<file path="src/rtl/cascade_down_counter.sv">
// cascade_down_counter
// A chain of modulo down-counters advanced by a tick strobe. Each stage counts
// START_i..0 and wraps back to START_i. The wrap raises a one-cycle carry, and
// the same tick then advances the next stage on that clock edge. With
// EDGE_DETECT=1, a slow asynchronous level is synchronised first, and each of
// its rising edges counts once.
module cascade_down_counter #(
   parameter int                      WIDTH       = 4,
   parameter int                      STAGES      = 2,
   parameter logic [WIDTH*STAGES-1:0] START_VEC   = {4'd9, 4'd2},
   parameter bit                      EDGE_DETECT = 1'b0
) (
   input  logic                      i_clock,
   input  logic                      i_resetn,
   input  logic                      i_enable,
   input  logic                      i_clr,
   input  logic                      i_tick_in,
   output logic [WIDTH*STAGES-1:0]   o_value,
   output logic [STAGES-1:0]         o_carry,
   output logic                      o_done
);

   // Elaboration-time sanity checks on the shape of the chain.
   if (STAGES < 1 || STAGES > 8) begin : g_bad_stages
      $error("cascade_down_counter: STAGES must be in 1..8");
   end
   if (WIDTH < 1 || WIDTH > 32) begin : g_bad_width
      $error("cascade_down_counter: WIDTH must be in 1..32");
   end

   logic              w_strobe;
   logic [STAGES-1:0] w_zero;
   logic [STAGES-1:0] w_adv;

   // Tick front end: either a plain gated strobe, or synchroniser + rising-edge detector.
   if (EDGE_DETECT) begin : g_edge
      logic r_s1;
      logic r_s2;
      logic r_s3;

      // Two-flop synchroniser followed by a history flop for edge detection.
      always_ff @(posedge i_clock or negedge i_resetn) begin
         if (!i_resetn) begin
            r_s1 <= 1'b0;
            r_s2 <= 1'b0;
            r_s3 <= 1'b0;
         end else begin
            r_s1 <= i_tick_in;
            r_s2 <= r_s1;
            r_s3 <= r_s2;
         end
      end

      // The enable gates the detected edge, so edges seen while disabled are dropped.
      assign w_strobe = r_s2 & ~r_s3 & i_enable;
   end else begin : g_level
      assign w_strobe = i_tick_in & i_enable;
   end

   // One counter per stage. A stage advances only when every lower stage sits at zero,
   // so a single strobe can ripple through the whole chain in one cycle.
   for (genvar gi = 0; gi < STAGES; gi++) begin : g_stage
      localparam logic [WIDTH-1:0] START_I = START_VEC[gi*WIDTH +: WIDTH];

      if (64'(START_I) > ((64'd1 << WIDTH) - 64'd1)) begin : g_bad_start
         $error("cascade_down_counter: stage reload value exceeds WIDTH range");
      end

      logic [WIDTH-1:0] r_value;
      logic             r_carry;

      assign w_zero[gi] = (r_value == '0);

      if (gi == 0) begin : g_adv_first
         assign w_adv[gi] = w_strobe;
      end else begin : g_adv_chain
         assign w_adv[gi] = w_strobe & (&w_zero[gi-1:0]);
      end

      // Stage update: clear beats advance; wrap reloads and pulses carry.
      always_ff @(posedge i_clock or negedge i_resetn) begin
         if (!i_resetn) begin
            r_value <= START_I;
            r_carry <= 1'b0;
         end else if (i_clr) begin
            r_value <= START_I;
            r_carry <= 1'b0;
         end else if (w_adv[gi]) begin
            if (w_zero[gi]) begin
               r_value <= START_I;
               r_carry <= 1'b1;
            end else begin
               r_value <= r_value - 1'b1;
               r_carry <= 1'b0;
            end
         end else begin
            r_carry <= 1'b0;
         end
      end

      assign o_value[gi*WIDTH +: WIDTH] = r_value;
      assign o_carry[gi]                = r_carry;
   end

   assign o_done = o_carry[STAGES-1];

endmodule

</file>
<file path="config.mk">
export PLATFORM = sky130hd
export DESIGN_NAME = cascade_down_counter
export DESIGN_NICKNAME = d
export VERILOG_FILES = /design/src/rtl/cascade_down_counter.sv
export SDC_FILE = /design/constraint.sdc
export NUM_CORES = 1
export LEC_CHECK = 0
export CAP_MARGIN = 20
export CORE_AREA = 5 5 42 44
export CTS_BUF_LIST = sky130_fd_sc_hd__clkbuf_2 sky130_fd_sc_hd__clkbuf_4 sky130_fd_sc_hd__clkbuf_8
export CTS_CLUSTER_DIAMETER = 40
export DETAILED_ROUTE_END_ITERATION = 7
export DIE_AREA = 0 0 47 49
export GPL_TIMING_DRIVEN = 0
export PLACE_DENSITY = 0.73
export REMOVE_ABC_BUFFERS = 1
export SETUP_SLACK_MARGIN = 0.2
export SKIP_LAST_GASP = 1
export SYNTH_ARGS = -nofsm -noshare
export SYNTH_HDL_FRONTEND = slang
export SYNTH_SLANG_ARGS = --single-unit
</file>
<file path="constraint.sdc">
create_clock -name i_clock -period 2.55 [get_ports i_clock]
set_clock_uncertainty 0.15 [all_clocks]
set_input_delay 0.3825 -clock i_clock [delete_from_list [all_inputs] [get_ports i_clock]]
set_output_delay 0.3825 -clock i_clock [all_outputs]
set_load 0.01 [all_outputs]
</file>
==> summary.txt, run 1 <==
CTS
  – Clock Pin Slew Worst Setup and Hold Paths: 60 ps
  – Insertion delay of the later-clocked pin in the worst-skew pair: 260 ps
  – TritonCTS clock tree: built
  – Maximum level of the CTS H-tree: 1
  – Post-CTS Hold Buffers: 0
  – Clock root buffer: sky130_fd_sc_hd__clkbuf_4
  – CTS Buf Count: 3
  – Number of buffers added for setup after CTS: 0
  – Total number of clock tree sinks: 10
  – Worst-case clock buffer depth: 2
  – Post-CTS sizing: 0

STA
  – Slew of the pin with the lowest slew margin: 466 ps
  – Total count of hold-check failures in the final report: 0
  – Setup violators final: 0
  – FMAX: 0.518 GHz
  – Period minus WS final: 1930 ps
  – Number of slew-limit violations in the final report: 0
  – Normalized max-slew margin: 68.8%
  – Setup TNS: 0 ps
  – Share of the clock period used by the worst path after layout: 75.7%
  – RSZ-0062 raised after global routing: false

Synthesis
  – Synthesis Warnings: 0
  – Number of storage elements in the synthesis netlist: 10
  – Cells after Synth: 58
  – Sequential element share of the synthesized area: 44.8%
  – Per-instance average area after synthesis: 9.77 µm²
  – Number of distinct standard cells referenced by the synthesized netlist: 27
  – Netlist area before placement: 567 µm²

Floorplan
  – Core area: 1400 µm²
  – Number of rows in the core area: 14
  – Die outline height: 49 µm
  – Ports placed on the boundary: 16
  – Overall die width: 47 µm
  – Die footprint: 2300 µm²
  – Effective utilization at floorplan: 40.4%

Global routing
  – Total congestion overflow after global routing: 0
  – Number of global-route vias before repair: 463
  – Antenna violations before repair: 0
  – Global-route wire length before repair: 2040 µm
  – Largest net degree at the start of global routing: 11
  – Global Route Usage Sum: 12.0%

Cells and area
  – Most frequent cells in the layout: sky130_fd_sc_hd__clkdlybuf4s50_1 (15), sky130_fd_sc_hd__dfrtp_1 (7), sky130_fd_sc_hd__nand2_1 (6)
  – Most common library cell in the layout ignoring fill and taps: sky130_fd_sc_hd__clkdlybuf4s50_1
  – Final Instance Area: 748 µm²
  – Share of layout cells above drive strength 1: 10.8%
  – Layout net count: 84
  – Fill cell instance count of the final layout: 151
  – Total inserted antenna cells: 0
  – Area delta synth->final: 32.0%

Setup path
  – Critical Path RT: 2580 ps
  – Depth of the most critical reg-to-reg path: 5
  – Worst setup startpoint: g_stage[1].r_value[0]
  – CP Class: reg -> reg
  – CP delay by family, top: simple AND/OR/NAND/NOR gates
  – Sum of buffers and inverters on the critical path: 1
  – Critical path startpoint category: flop
  – Crit Path Max Fanout: 5
  – Cells along the critical path: inv_1 > ha_1 > nor3b_1 > or4_1 > a21oi_1
  – Path length in cells of the critical path: 5
  – Max stage delay cell, worst path: sky130_fd_sc_hd__dfstp_2
  – Critical Path End Type: flop
  – Delay of the slowest cell on the worst path: 570 ps
  – Critical path arrival: 1960 ps
  – Worst R2R Start: g_stage[1].r_value[0]

Pwr
  – Net switching fraction of the power: 23.5%
  – Power per unit of standard cell area: 455 nW/µm²
  – Clock share of power: 35.6%
  – Combinational share of power: 14.6%
  – LEAKAGE: 0.000321 µW
  – Sequential cell fraction of total power: 49.8%
  – Peak VDD IR: 0.000239 V
  – Internal Power: 260 µW
  – Net switching power: 79.9 µW

Drt
  – Wire length per cell: 13.0 µm
  – DRT Pass-1 Iters: 4
  – Via count: 478
  – Number of vias per cell: 5.31
  – Antenna-violating nets left: 0
  – Post-detailed-route DRC marker count: 0
  – Detailed Route Iter0 Violations: 7
  – Routed wire length: 1170 µm

Placement
  – HPWL after DPL: 908 µm
  – Global placer's final weighted congestion: 0.746
  – Cell Area, Placed: 718 µm²
  – Port-buffer cells: 15

Min path
  – Min-delay worst type: in -> async

Run status
  – Result of the run: completed

Job
  – Max_cap viols: 0
[power by group through the flow]
stage	Combinational, µW	Sequential, µW	Clock (µW)
after floorplan	21.8	174	0
after global placement	48.9	172	0
after detailed placement	49.9	172	0
after CTS	50.2	170	126
after global routing	54.7	171	139
final	49.5	170	121
[state kept, by name, summed over array words and instances (netlist names)]
signal	flops
g_stage.r_value	8
g_stage.r_carry	1
o_done	1
[worst paths after layout]
check	endpoint	slack, ps
worst max-delay path	g_stage[1].r_value[1]	620
worst min-delay path	o_done	290
worst max register to register	g_stage[1].r_value[1]	620
worst min register to register	g_stage[0].r_value[1]	370
max in group asynchronous	g_stage[0].r_value[1]	1610
min in group i_clock	g_stage[0].r_value[1]	370
[metrics by stage]
step	worst slack, ps	hold slack [ps]	utilization, %	power (µW)	instances
after floorplan	722	-63.1	-	195	55
after global placement	647	362	51.2	221	86
after detailed placement	630	362	51.2	222	86
after CTS	611	304	53.4	346	90
after global routing	529	322	53.4	364	90
final	621	294	53.4	340	90
[area by class of cell]
class	instances	area (µm²)	share of cell area, %
sequential	10	254	33.9
tap	16	20.0	2.68
timing repair buffer	15	150	20.1
clock buffer	4	30.0	4.01
multi-input combinational	40	275	36.8
inverter	5	18.8	2.51
[cells by family (layout without fill, tap and decap cells)]
logic type,Yosys count,after routing,share of synthesized area (%)
AND/OR/NAND/NOR,24,24,25.4
AO/OA/AOI/OAI,10,10,11.0
flip-flops,10,10,44.8
buffers and inverters,8,24,6.62
adder cells (fa/ha/maj),4,4,8.83
XOR/XNOR,1,1,1.55
multiplexers,1,1,1.77
[synth_stat cells, drive strengths merged]
cell	count	area share (%)
a21oi	4	3.5
and3	1	1.1
and3b	1	1.5
buf	2	2.6
clkbuf	1	0.66
dfrtp	7	31
dfstp	3	14
ha	4	8.8
inv	5	3.3
mux2i	1	1.8
nand2	6	4.0
nand2b	1	1.1
nand3	2	1.8
nand3b	1	1.3
nand4bb	1	2.0
nor2	1	0.66
nor2b	1	1.1
nor3b	2	2.6
nor4	3	3.3
o211ai	1	1.3
o21ai	3	2.6
o21ba	1	1.8
o32a	1	1.8
or3	2	2.2
or4	2	2.6
xnor2	1	1.5
[routing by layer]
metal / routed length (µm) / track usage [%] / up-vias / share of wire (%)
met5: 0 / 0 / - / 0
met4: 10 / 4.15 / 0 / 0.85
met3: 56 / 4.80 / 2 / 4.8
met2: 581 / 18.1 / 9 / 50
met1: 522 / 15.1 / 230 / 45
li1: - / - / 237 / -
No activity file was read; power rests on OpenSTA's default activity.
==> run 2: changes to the inputs <==
--- a/config.mk
+++ b/config.mk
@@ -6,13 +6,13 @@
 export NUM_CORES = 1
 export LEC_CHECK = 0
 export CAP_MARGIN = 20
-export CORE_AREA = 5 5 42 44
+export CORE_MARGIN = 5
+export CORE_UTILIZATION = 43
 export CTS_BUF_LIST = sky130_fd_sc_hd__clkbuf_2 sky130_fd_sc_hd__clkbuf_4 sky130_fd_sc_hd__clkbuf_8
 export CTS_CLUSTER_DIAMETER = 40
 export DETAILED_ROUTE_END_ITERATION = 7
-export DIE_AREA = 0 0 47 49
 export GPL_TIMING_DRIVEN = 0
-export PLACE_DENSITY = 0.73
+export PLACE_DENSITY = 0.77
 export REMOVE_ABC_BUFFERS = 1
 export SETUP_SLACK_MARGIN = 0.2
 export SKIP_LAST_GASP = 1
==> constraint.sdc (replaced) <==
create_clock -name i_clock -period 1.7 [get_ports i_clock]
set_clock_uncertainty 0.15 [all_clocks]
set_input_delay 0.255 -clock i_clock [delete_from_list [all_inputs] [get_ports i_clock]]
set_output_delay 0.255 -clock i_clock [all_outputs]
set_load 0.01 [all_outputs]
==> summary.txt, run 2 (same netlist as run 1, synthesis figures left out) <==
Run status
  – Result of the run: complete, but fails checks
  – Failing checks: negative setup slack

Drt
  – Via count: 537
  – Wire length per cell: 15.6 µm
  – Post-detailed-route DRC marker count: 0
  – Detailed Route Iter0 Violations: 11
  – DRT Pass-1 Iters: 4
  – Antenna-violating nets left: 0
  – Routed wire length: 1540 µm
  – Number of vias per cell: 5.42

Floorplan
  – Core area: 1270 µm²
  – Die outline height: 46.3 µm
  – Number of rows in the core area: 13
  – Ports placed on the boundary: 16
  – Effective utilization at floorplan: 44.7%
  – Overall die width: 46.3 µm
  – Die footprint: 2140 µm²

Setup path
  – Delay of the slowest cell on the worst path: 560 ps
  – Critical path startpoint category: flop
  – Worst setup startpoint: g_stage[1].r_value[0]
  – Critical path arrival: 1800 ps
  – Sum of buffers and inverters on the critical path: 1
  – Cells along the critical path: inv_4 > ha_1 > or4_4 > a21oi_2
  – CP delay by family, top: flip-flops
  – Max stage delay cell, worst path: sky130_fd_sc_hd__dfstp_2
  – Critical Path End Type: flop
  – Worst R2R Start: g_stage[1].r_value[0]
  – CP Class: reg -> reg
  – Critical Path RT: 1750 ps
  – Crit Path Max Fanout: 3

Pwr
  – Combinational share of power: 19.6%
  – Net switching fraction of the power: 25.6%
  – LEAKAGE: 0.000434 µW
  – Peak VDD IR: 0.000491 V
  – Sequential cell fraction of total power: 46.5%
  – Power per unit of standard cell area: 601 nW/µm²
  – Internal Power: 406 µW
  – Clock share of power: 33.9%
  – Net switching power: 139 µW
  – Power Total: 545 µW

STA
  – FMAX: 0.569 GHz
  – Share of the clock period used by the worst path after layout: 103%
  – RSZ-0062 raised after global routing: true
  – Slew of the pin with the lowest slew margin: 456 ps
  – Normalized max-slew margin: 69.5%
  – Minimum hold slack: 150 ps
  – Setup violators final: 1
  – Total count of hold-check failures in the final report: 0
  – Period minus WS final: 1760 ps
  – Number of slew-limit violations in the final report: 0
  – Minimum setup slack in the final design: -58.9 ps

Cells and area
  – Area delta synth->final: 60.0%
  – Share of layout cells above drive strength 1: 41.7%
  – Fill cell instance count of the final layout: 85
  – Total inserted antenna cells: 0
  – Flip-flop count of the largest register after layout: 8
  – Register containing the most flip-flops in the final layout: g_stage.r_value
  – Final Instance Area: 907 µm²
  – Most frequent cells in the layout: sky130_fd_sc_hd__dlygate4sd2_1 (7), sky130_fd_sc_hd__buf_4 (7), sky130_fd_sc_hd__dfrtp_1 (6)
  – Layout net count: 94

CTS
  – Worst-case clock buffer depth: 2
  – CTS Buf Count: 3
  – Total number of clock tree sinks: 10
  – Insertion delay of the later-clocked pin in the worst-skew pair: 270 ps
  – Maximum level of the CTS H-tree: 1
  – Clock Pin Slew Worst Setup and Hold Paths: 70 ps
  – TritonCTS clock tree: built
  – Clock root buffer: sky130_fd_sc_hd__clkbuf_4

Global routing
  – Total congestion overflow after global routing: 0
  – Number of global-route vias before repair: 541
  – Largest net degree at the start of global routing: 11
  – Global-route wire length before repair: 2350 µm
  – Antenna violations before repair: 0
  – Global Route Usage Sum: 15.7%

Placement
  – Cell Area, Placed: 717 µm²
  – Global placer's final weighted congestion: 0.772
  – Setup slack at placement: -194 ps
  – Port-buffer cells: 15
  – HPWL after DPL: 947 µm

Min path
  – Min-delay worst type: in -> async

Job
  – Max_cap viols: 0
run 2: layout make-up:
class                           instances  area [µm²]  share of cell area, %
Tap cell                               15        18.8                   2.07
Inverter                                5        21.3                   2.34
Clock buffer                            4        30.0                   3.31
Multi-Input combinational cell         40         360                   39.7
Sequential cell                        10         255                   28.1
Timing Repair Buffer                   25         221                   24.4
run 2: what timing repair did:
action	in CTS	in global routing
gates cloned	0	0
hold buffers	0	0
endpoints found under the setup margin	19	12
gates resized for setup	23	20
setup buffers	5	5
pin swaps	4	5
run 2: worst reg2reg max path, cell delays in order, from the launching register on:
cell	delay, ps
sky130_fd_sc_hd__dfstp_2	560
sky130_fd_sc_hd__inv_4	50
sky130_fd_sc_hd__ha_1	280
sky130_fd_sc_hd__or4_4	530
sky130_fd_sc_hd__a21oi_2	120
run 2: per-stage QoR:
step           cells  setup TNS (ps)  util [%]
3_5_place_dp      85            -241      56.5
5_1_grt           99            -202      71.5
6_report          99           -58.9      71.5
3_3_place_gp      85            -189      56.5
2_1_floorplan     55            -128         -
4_1_cts           94           -90.5      63.5
run 2: power groups by stage:
stage               registers, µW  clock network (µW)  logic, µW
finish                        253                 185        107
global route                  254                 203        116
CTS                           253                 187       81.4
detailed placement            258                   0       75.9
global placement              258                   0       73.5
floorplan                     260                   0       32.7
run 2: path summary, 6_finish.rpt:
kind / depth (start not counted) / end / slack, ps
setup / recovery: 4 / g_stage[1].r_value[1] / -60
hold / removal: 1 / g_stage[0].r_value[2] / 150
setup reg to reg: 4 / g_stage[1].r_value[1] / -60
hold reg to reg: 2 / g_stage[1].r_value[3] / 470
max in group asynchronous: 1 / g_stage[0].r_value[1] / 900
min in group i_clock: 2 / g_stage[1].r_value[3] / 470
run 2: per-layer routing:
layer / track usage (%) / part of all wire (%) / vias up
li1: - / - / 256
met1: 16.9 / 40 / 266
met2: 26.9 / 55 / 15
met3: 7.42 / 5.3 / 0
met4: 4.55 / 0 / 0
met5: 0 / 0 / -
==> run 3: changes to the inputs <==
--- a/config.mk
+++ b/config.mk
@@ -5,12 +5,12 @@
 export SDC_FILE = /design/constraint.sdc
 export NUM_CORES = 1
 export LEC_CHECK = 0
-export CAP_MARGIN = 20
 export CORE_MARGIN = 5
 export CORE_UTILIZATION = 43
 export CTS_BUF_LIST = sky130_fd_sc_hd__clkbuf_2 sky130_fd_sc_hd__clkbuf_4 sky130_fd_sc_hd__clkbuf_8
 export CTS_CLUSTER_DIAMETER = 40
 export DETAILED_ROUTE_END_ITERATION = 7
+export GPL_ROUTABILITY_DRIVEN = 0
 export GPL_TIMING_DRIVEN = 0
 export PLACE_DENSITY = 0.77
 export REMOVE_ABC_BUFFERS = 1
==> results of run 3 <==
Same layout as run 2: the final DEF is identical, and so are final timing and power.
